<file path="config.mk">
export PLATFORM = sky130hd
export DESIGN_NAME = countdown_ctrl
export DESIGN_NICKNAME = d
export VERILOG_FILES = /design/src/rtl/countdown_ctrl_pkg.sv /design/src/rtl/countdown_ctrl_bcd_down_counter.sv /design/src/rtl/countdown_ctrl.sv
export SDC_FILE = /design/constraint.sdc
export NUM_CORES = 1
export LEC_CHECK = 0
export CAP_MARGIN = 15
export CORE_MARGIN = 2
export CORE_UTILIZATION = 45
export DETAILED_ROUTE_END_ITERATION = 12
export PLACE_DENSITY = 0.8
export SLEW_MARGIN = 10
export SYNTH_ARGS = -nofsm -noshare
export SYNTH_HDL_FRONTEND = slang
export SYNTH_SLANG_ARGS = --single-unit
</file>
<file path="constraint.sdc">
create_clock -name clk -period 3.65 [get_ports clk]
set_input_delay 1.095 -clock clk [delete_from_list [all_inputs] [get_ports clk]]
set_output_delay 1.095 -clock clk [all_outputs]
set_load 0.02 [all_outputs]
</file>
<file path="src/rtl/countdown_ctrl_pkg.sv">
// Shared types and constants for the countdown controller and its BCD digit counter.
package countdown_ctrl_pkg;

  typedef enum logic [1:0] {
    ST_IDLE  = 2'd0,
    ST_RUN   = 2'd1,
    ST_PAUSE = 2'd2
  } state_t;

  localparam int         MS_PER_SEC = 1000;
  localparam int         MS_CNT_W   = 10;
  localparam logic [3:0] BCD_MAX    = 4'd9;

  // Out-of-range BCD input digits saturate to 9 rather than wrapping.
  function automatic logic [3:0] bcd_clamp(input logic [3:0] d);
    return (d > BCD_MAX) ? BCD_MAX : d;
  endfunction

endpackage

</file>
<file path="src/rtl/countdown_ctrl_bcd_down_counter.sv">
// Two-digit BCD seconds register: clamped parallel load, one-second decrement with tens borrow.
module bcd_down_counter
  import countdown_ctrl_pkg::*;
(
  input  logic       clk,
  input  logic       rst,
  input  logic       i_load,
  input  logic [3:0] i_tens,
  input  logic [3:0] i_ones,
  input  logic       i_dec,
  output logic [3:0] o_tens,
  output logic [3:0] o_ones,
  output logic       o_zero,
  output logic       o_one
);

  logic [3:0] r_tens;
  logic [3:0] r_ones;
  logic       w_zero;

  assign w_zero = (r_tens == 4'd0) && (r_ones == 4'd0);

  // Load wins over decrement; the value never decrements below 00.
  always_ff @(posedge clk) begin
    if (!rst) begin
      r_tens <= 4'd0;
      r_ones <= 4'd0;
    end else if (i_load) begin
      r_tens <= bcd_clamp(i_tens);
      r_ones <= bcd_clamp(i_ones);
    end else if (i_dec && !w_zero) begin
      if (r_ones == 4'd0) begin
        r_ones <= BCD_MAX;
        r_tens <= r_tens - 4'd1;
      end else begin
        r_ones <= r_ones - 4'd1;
      end
    end
  end

  assign o_tens = r_tens;
  assign o_ones = r_ones;
  assign o_zero = w_zero;
  assign o_one  = (r_tens == 4'd0) && (r_ones == 4'd1);

endmodule

</file>
<file path="src/rtl/countdown_ctrl.sv">
// Seconds countdown driven by 1 ms ticks; IDLE/RUN/PAUSE FSM with registered outputs.
// Define COUNTDOWN_AUTO_RELOAD_EN to reload the last start value at 00 instead of stopping.
module countdown_ctrl
  import countdown_ctrl_pkg::*;
(
  input  logic       clk,
  input  logic       rst,
  input  logic       start,
  input  logic       cancel,
  input  logic       pause,
  input  logic [3:0] load_tens,
  input  logic [3:0] load_ones,
  input  logic       ms_tick,
  output logic       timer_enable,
  output logic [3:0] secs_tens,
  output logic [3:0] secs_ones,
  output logic       busy,
  output logic       done,
  output logic [1:0] dbg_state
);

  state_t              r_state;
  state_t              w_state_nxt;
  logic                w_done_nxt;
  logic                r_done;
  logic                r_timer_en;
  logic                r_busy;
  logic [MS_CNT_W-1:0] r_ms_cnt;

  logic                w_start_idle;
  logic                w_load_zero;
  logic                w_tick_run;
  logic                w_sec_wrap;
  logic                w_boundary;
  logic                w_bcd_load;
  logic [3:0]          w_bcd_tens;
  logic [3:0]          w_bcd_ones;
  logic                w_bcd_dec;
  logic                w_bcd_zero;
  logic                w_bcd_one;

  assign w_start_idle = (r_state == ST_IDLE) && start;
  assign w_load_zero  = (bcd_clamp(load_tens) == 4'd0) && (bcd_clamp(load_ones) == 4'd0);
  // A cancel in the same cycle swallows the tick.
  assign w_tick_run   = (r_state == ST_RUN) && ms_tick && !cancel;
  assign w_sec_wrap   = w_tick_run && (r_ms_cnt == MS_CNT_W'(MS_PER_SEC - 1));
  assign w_boundary   = w_sec_wrap && w_bcd_one;

`ifdef COUNTDOWN_AUTO_RELOAD_EN
  logic [3:0] r_reload_tens;
  logic [3:0] r_reload_ones;

  always_ff @(posedge clk) begin
    if (!rst) begin
      r_reload_tens <= 4'd0;
      r_reload_ones <= 4'd0;
    end else if (w_start_idle) begin
      r_reload_tens <= bcd_clamp(load_tens);
      r_reload_ones <= bcd_clamp(load_ones);
    end
  end

  assign w_bcd_load = w_start_idle || w_boundary;
  assign w_bcd_tens = w_boundary ? r_reload_tens : load_tens;
  assign w_bcd_ones = w_boundary ? r_reload_ones : load_ones;
`else
  assign w_bcd_load = w_start_idle;
  assign w_bcd_tens = load_tens;
  assign w_bcd_ones = load_ones;
`endif

  assign w_bcd_dec = w_sec_wrap && !w_bcd_zero;

  bcd_down_counter u_bcd (
    .clk    (clk),
    .rst    (rst),
    .i_load (w_bcd_load),
    .i_tens (w_bcd_tens),
    .i_ones (w_bcd_ones),
    .i_dec  (w_bcd_dec),
    .o_tens (secs_tens),
    .o_ones (secs_ones),
    .o_zero (w_bcd_zero),
    .o_one  (w_bcd_one)
  );

  always_ff @(posedge clk) begin
    if (!rst) begin
      r_ms_cnt <= '0;
    end else if (w_start_idle) begin
      r_ms_cnt <= '0;
    end else if (w_tick_run) begin
      r_ms_cnt <= w_sec_wrap ? '0 : r_ms_cnt + MS_CNT_W'(1);
    end
  end

  always_comb begin
    w_state_nxt = r_state;
    w_done_nxt  = 1'b0;
    case (r_state)
      ST_IDLE: begin
        if (start) begin
          if (w_load_zero) w_done_nxt  = 1'b1;
          else             w_state_nxt = ST_RUN;
        end
      end
      ST_RUN: begin
        if (cancel) begin
          w_state_nxt = ST_IDLE;
        end else if (w_boundary) begin
          w_done_nxt = 1'b1;
`ifdef COUNTDOWN_AUTO_RELOAD_EN
          w_state_nxt = pause ? ST_PAUSE : ST_RUN;
`else
          w_state_nxt = ST_IDLE;
`endif
        end else if (pause) begin
          w_state_nxt = ST_PAUSE;
        end
      end
      ST_PAUSE: begin
        if (cancel)      w_state_nxt = ST_IDLE;
        else if (!pause) w_state_nxt = ST_RUN;
      end
      default: w_state_nxt = ST_IDLE;
    endcase
  end

  // Status outputs are derived from the next state so they align with r_state.
  always_ff @(posedge clk) begin
    if (!rst) begin
      r_state    <= ST_IDLE;
      r_done     <= 1'b0;
      r_timer_en <= 1'b0;
      r_busy     <= 1'b0;
    end else begin
      r_state    <= w_state_nxt;
      r_done     <= w_done_nxt;
      r_timer_en <= (w_state_nxt == ST_RUN);
      r_busy     <= (w_state_nxt != ST_IDLE);
    end
  end

  assign timer_enable = r_timer_en;
  assign busy         = r_busy;
  assign done         = r_done;
  assign dbg_state    = r_state;

endmodule

</file>
After elaboration in Yosys (flattened, before gate mapping)
Cells that the tools add are included.
{"block": "totals", "register_bits": 23, "input_bits": 14, "output_inout_bits": 13, "elab_cells": 62}
{"block": "op_classes", "addsub": 3, "n_lt_le_gt_ge": 2, "n_eq_ne": 5, "muxes": 22, "bitwise_logic": 1, "reduce_logical": 22}
{"operator": "$mux 4", "count": 8}
{"operator": "$logic_not 4->1", "count": 4}
{"operator": "$mux 2", "count": 7}
{"operator": "$add 10x1->10 const B", "count": 1}
{"operator": "$eq 10x10->1 const B", "count": 1}
{"operator": "$logic_and 1x1->1", "count": 10}
{"operator": "$mux 10", "count": 1}
{"operator": "$gt 4x4->1 const B", "count": 2}
{"operator": "$sub 4x1->4 const B", "count": 2}
{"operator": "$pmux 2 s3", "count": 1}
{"operator": "$reduce_bool 2->1", "count": 3}
{"operator": "$eq 2x1->1 const B", "count": 2}
{"operator": "$eq 4x1->1 const B", "count": 1}
{"operator": "$mux 1", "count": 4}
{"operator": "$eq 2x2->1 const B", "count": 1}
{"operator": "$logic_not 1->1", "count": 2}
{"operator": "$logic_not 2->1", "count": 1}
{"operator": "$pmux 1 s2", "count": 1}
{"operator": "$reduce_and 2->1", "count": 1}
{"operator": "$reduce_or 2->1", "count": 1}
{"operator": "$not 1->1", "count": 1}

Logic depth before layout (Yosys ltp)
{"block": "depth", "ltp_word": 9, "ltp_mapped": 6, "depth_no_buf": 6}

By module
From an unflattened synthesis, not the netlist that was laid out.
{"block": "unflattened", "hier_cells": 144, "area_unflattened_um2": 1270.0}
{"mod": "countdown_ctrl", "n_inst": 1, "cells_per_inst": 84, "area_per_inst_um2": 740.7, "seq_area_each_um2": 300.3}
{"mod": "bcd_down_counter", "n_inst": 1, "cells_per_inst": 60, "area_per_inst_um2": 529.3, "seq_area_each_um2": 160.2}

Least setup slack after synthesis
No wires, ideal clock.
{"block": "synth_timing", "path_type": "input to register", "start": "input cancel", "end": "register u_bcd.r_tens[2] (netlist: u_bcd.o_tens[2])", "setup_time_ns": 0.116, "t_arrival_ns": 2.208, "t_required_ns": 3.534, "setup_slack_ns": 1.326, "stages": 4, "n_path_buf": 0, "path_cell_list": "and4bb_2 > nand4_1 > or3_1 > and4_1"}
{"block": "synth_via", "elab_chain_len": 7}
{"item": "from (decl)", "line_no": "countdown_ctrl.sv:9", "text": "input logic cancel,"}
{"item": "$logic_not 1->1", "line_no": "countdown_ctrl.sv:45", "text": "assign w_tick_run = (r_state == ST_RUN) && ms_tick && !cancel;"}
{"item": "$logic_and 1x1->1", "line_no": "countdown_ctrl.sv:45"}
{"item": "$logic_and 1x1->1", "line_no": "countdown_ctrl.sv:46", "text": "assign w_sec_wrap = w_tick_run && (r_ms_cnt == MS_CNT_W'(MS_PER_SEC - 1));"}
{"item": "$logic_and 1x1->1", "line_no": "countdown_ctrl.sv:72", "text": "assign w_bcd_dec = w_sec_wrap && !w_bcd_zero;"}
{"item": "$logic_and 1x1->1", "line_no": "countdown_ctrl_bcd_down_counter.sv:31", "text": "end else if (i_dec && !w_zero) begin"}
{"item": "$reduce_bool 2->1 (no line)"}
{"item": "$reduce_and 2->1 (no line)"}
{"item": "to (signal assigned)", "line_no": "countdown_ctrl_bcd_down_counter.sv:29", "text": "r_tens <= bcd_clamp(i_tens);"}
{"item": "to (signal assigned)", "line_no": "countdown_ctrl_bcd_down_counter.sv:34", "text": "r_tens <= r_tens - 4'd1;"}
{"item": "to (decl)", "line_no": "countdown_ctrl_bcd_down_counter.sv:17", "text": "logic [3:0] r_tens;"}
Every way passes these cells.
A chain may end at the register's enable or synchronous reset.

Worst setup path in the final report
{"block": "layout_timing", "start": "register u_bcd.r_ones[0] (netlist: u_bcd.o_ones[0])", "end": "output secs_ones[0]"}
{"item": "from (decl)", "line_no": "countdown_ctrl_bcd_down_counter.sv:18", "text": "logic [3:0] r_ones;"}
{"item": "from (signal assigned)", "line_no": "countdown_ctrl_bcd_down_counter.sv:30", "text": "r_ones <= bcd_clamp(i_ones);"}
{"item": "from (signal assigned)", "line_no": "countdown_ctrl_bcd_down_counter.sv:36", "text": "r_ones <= r_ones - 4'd1;"}
{"item": "to (decl)", "line_no": "countdown_ctrl.sv:16", "text": "output logic [3:0] secs_ones,"}
No word-level cell between the ends.

==> Implementation_results.wiki <==
{| class="wikitable"
! Metric !! Value
|-
| Outcome || completed
|-
| Max stage delay cell, worst path || clkdlybuf4s50_1
|-
| Clock sink count || 23
|-
| Placeable core region || 2710 um2
|-
| Std cell rows || 19
|-
| Area of the mapped netlist || 1260 um2
|-
| Number of optimization iterations in the first detailed-route pass || 4
|-
| Largest net degree at the start of global routing || 14
|-
| Post-synth net total || roughly 170
|-
| DIE WIDTH || roughly 57 um
|-
| Vias || roughly 1,200
|-
| Final Hold Fails || 0
|-
| Worst-Margin Slew || about 0.43 ns
|-
| Floorplan die height || 56.9 um
|-
| Post-CTS Resized || 0
|-
| Worst slew margin relative to its limit || between 70% and 80%
|-
| Share of Yosys cell area claimed by the top area cell type || 36.5%
|-
| Clock insertion delay at the later pin of the skew report || between 0.3 and 0.4 ns
|-
| Reg clk slew, reported paths || roughly 0.13 ns
|-
| CTS tree || built
|-
| Area Overhead vs Synth || 23.9%
|-
| Initial core utilization || between 40% and 50%
|-
| Sum of overflow across all layers after global routing || 0
|-
| Critical path data required time || about 2.6 ns
|-
| Num ports || 27
|-
| Clock group share of total power || 22.9%
|-
| Gate count after technology mapping || 156
|-
| Post-route ant nets || 0
|-
| Part of the power in combinational logic || approximately 23%
|-
| Critical path class || flip-flop to primary output
|-
| Number of buffer cells added on primary ports || 26
|-
| Post-synthesis register bit count || 23
|-
| Part of the power in registers || between 50% and 60%
|-
| Sw Share || just under 30%
|-
| Worst slack on hold paths || 0.499 ns
|-
| Worst clock skew || 0.0106 ns
|-
| H-tree level count || 1
|-
| Synth top area cells || dfxtp_1 37%, o21ai_0 5.2%, nor2_1 4.8%, xnor2_1 4.2%, nand4_1 4.0%
|-
| Clk root buf || clkbuf_4
|-
| Share of final-layout standard cells stronger than drive strength 1 || around 6.1%
|-
| Finish-stage setup viols || 0
|-
| Register area share after synthesis || 36.5%
|-
| Power Density || between 300 and 400 nW/um2
|-
| Total placed instance area || about 1500 um2
|-
| Worst min-delay path class || flip-flop to flip-flop
|-
| Last weighted congestion value of the routability-driven placer || roughly 0.85
|-
| Hold-fix buffers at CTS || 0
|-
| EDFF count, synth || 0
|-
| Category of the worst setup path capture point || primary output
|-
| Final routed DRC violation total || 0
|-
| Yosys Warn Count || 0
|-
| Final cell count without fillers || between 200 and 250
|-
| Number of vias per cell after detailed routing || ~6
|-
| Switching power of the nets || 0.000149 W
|-
| Ys flop type || dfxtp_1
|-
| Most frequently used cell type in the post-synthesis netlist || dfxtp_1
|-
| Post-route clock period utilization || around 72%
|-
| Net count, final || 198
|-
| Arrival time worst endpoint || roughly 1.5 ns
|-
| Global-route wire length before repair || a little under 5 mm
|-
| Area of the die || 3240 um2
|-
| Chain of cells forming the critical path || clkdlybuf4s50_1
|-
| Leading post-synthesis cells by instance count || 23 x dfxtp_1, 16 x nor2_1, 13 x o21ai_0
|-
| Leakage || 0.541 nW
|-
| Initial detailed-routing violation count || between 50 and 60
|-
| Pwr Total || approximately 0.0005 W
|-
| Maximum achievable frequency || 380 MHz
|-
| N_diodes || 0
|-
| CP bufs+invs || 1
|-
| Max-Cap Viols || 0
|-
| Min Tclk post-route || about 2.6 ns
|-
| Mean post-synth cell area || just over 8 um2
|-
| Maximum vdd drop || between 0.2 and 0.25 mV
|-
| Longest individual stage delay on the worst path || 0.68 ns
|-
| Number of buffers created by CTS || 3
|-
| Int Power || 0.000361 W
|-
| Family with the most delay on the worst path || buffers and inverters
|-
| Number of placed instances with taps included || 207
|-
| Max Buffers Root-to-Sink || 2
|-
| Combined global-route utilization of all metal layers || a little under a fifth
|-
| Pins over their slew limit || 0
|-
| Filler cells || roughly 270
|-
| Final HPWL from detailed placement || around 2.3 mm
|-
| CP startpoint kind || flip-flop
|-
| Final Routed Wirelength || around 3 mm
|-
| Maximum fanout along the worst path || 11
|-
| Synth cell types || 37
|-
| Area leader, netlist || dfxtp_1
|-
| Final design instance area without fill || between 1500 and 2000 um2
|-
| Setup_tns || 0 ns
|-
| Number of antenna violations at the first check in global routing || 0
|-
| # Post-CTS Setup Buffers || 0
|-
| Synth async-reset ratio || 0%
|-
| RSZ-0062 raised after global routing || no
|-
| Drt wl/cell || between 10 and 15 um
|-
| Vias in the first global route || 1,176
|}
power groups by stage:
| stage | clock network, W | logic [W] | registers (W) |
|---|---|---|---|
| after floorplan | 0 | 0.0000598 | 0.000288 |
| after global placement | 0 | 0.000115 | 0.000281 |
| after detailed placement | 0 | 0.000117 | 0.000281 |
| after CTS | 0.000119 | 0.000118 | 0.000276 |
| after global routing | 0.000128 | 0.000128 | 0.000278 |
| final | 0.000117 | 0.000118 | 0.000276 |
flip-flops by register name (all words and copies together), names as in the netlist:
| name | count |
|---|---|
| u_bcd.o_tens | 4 |
| dbg_state | 2 |
| timer_enable | 1 |
| busy | 1 |
| u_bcd.o_ones | 4 |
| done | 1 |
| r_ms_cnt | 10 |
cell families (layout without fill, tap and decap cells):
group	count (synthesis)	after routing	share of synthesized area [%]
simple gates	76	76	34.5
mux	1	1	0.794
flops	23	23	36.5
fa+ha+maj	3	3	2.98
buf+inv	14	38	4.87
xor+xnor	9	9	6.26
compound gates	30	30	14.1
stage by stage:
stage               setup slack (ns)  util, %
floorplan                       1.33        -
global placement               0.811     56.6
detailed placement             0.749     56.6
CTS                             1.03     57.6
global route                   0.968     57.6
finish                          1.02     57.6
final cells by class:
class	instances	area [um2]	share of cell area, %
multi-input combinational	119	738	47.3
clock buffer	4	26.3	1.68
inverter	6	22.5	1.44
tap	31	38.8	2.48
timing repair buffer	28	275	17.6
sequential	23	460	29.5
layout by cell type, fill, tap and decap left out, drive strengths merged, types with 2 or more instances in the layout:
master	n
nand4b	2
nor3b	2
and4bb	2
nor2	16
or4	2
inv	6
nand3	8
clkdlybuf4s50	26
or3b	2
ha	3
xnor2	6
nor3	8
a211oi	2
xor2	3
clkbuf	4
o21ai	13
nand2	11
or3	2
nand4	8
dfxtp	23
a21oi	8
and4	3
buf	2
and3	3
nor4	4
per-layer routing:
layer	GRT usage (%)	vias to the layer above	wire [um]
li1	-	622	-
met1	22.3	588	1280
met2	34.0	37	1490
met3	3.46	2	135
met4	4.98	0	13
met5	0	-	0
worst paths after layout:
kind                   startpoint               to  slack, ns  cells past startpoint
setup reg to reg      r_ms_cnt[0]  u_bcd.o_tens[2]       1.69                      5
hold / removal        r_ms_cnt[1]      r_ms_cnt[1]       0.50                      2
hold reg to reg       r_ms_cnt[1]      r_ms_cnt[1]       0.50                      2
setup / recovery  u_bcd.o_ones[0]     secs_ones[0]       1.02                      1
(Power assumes the default switching activity.)
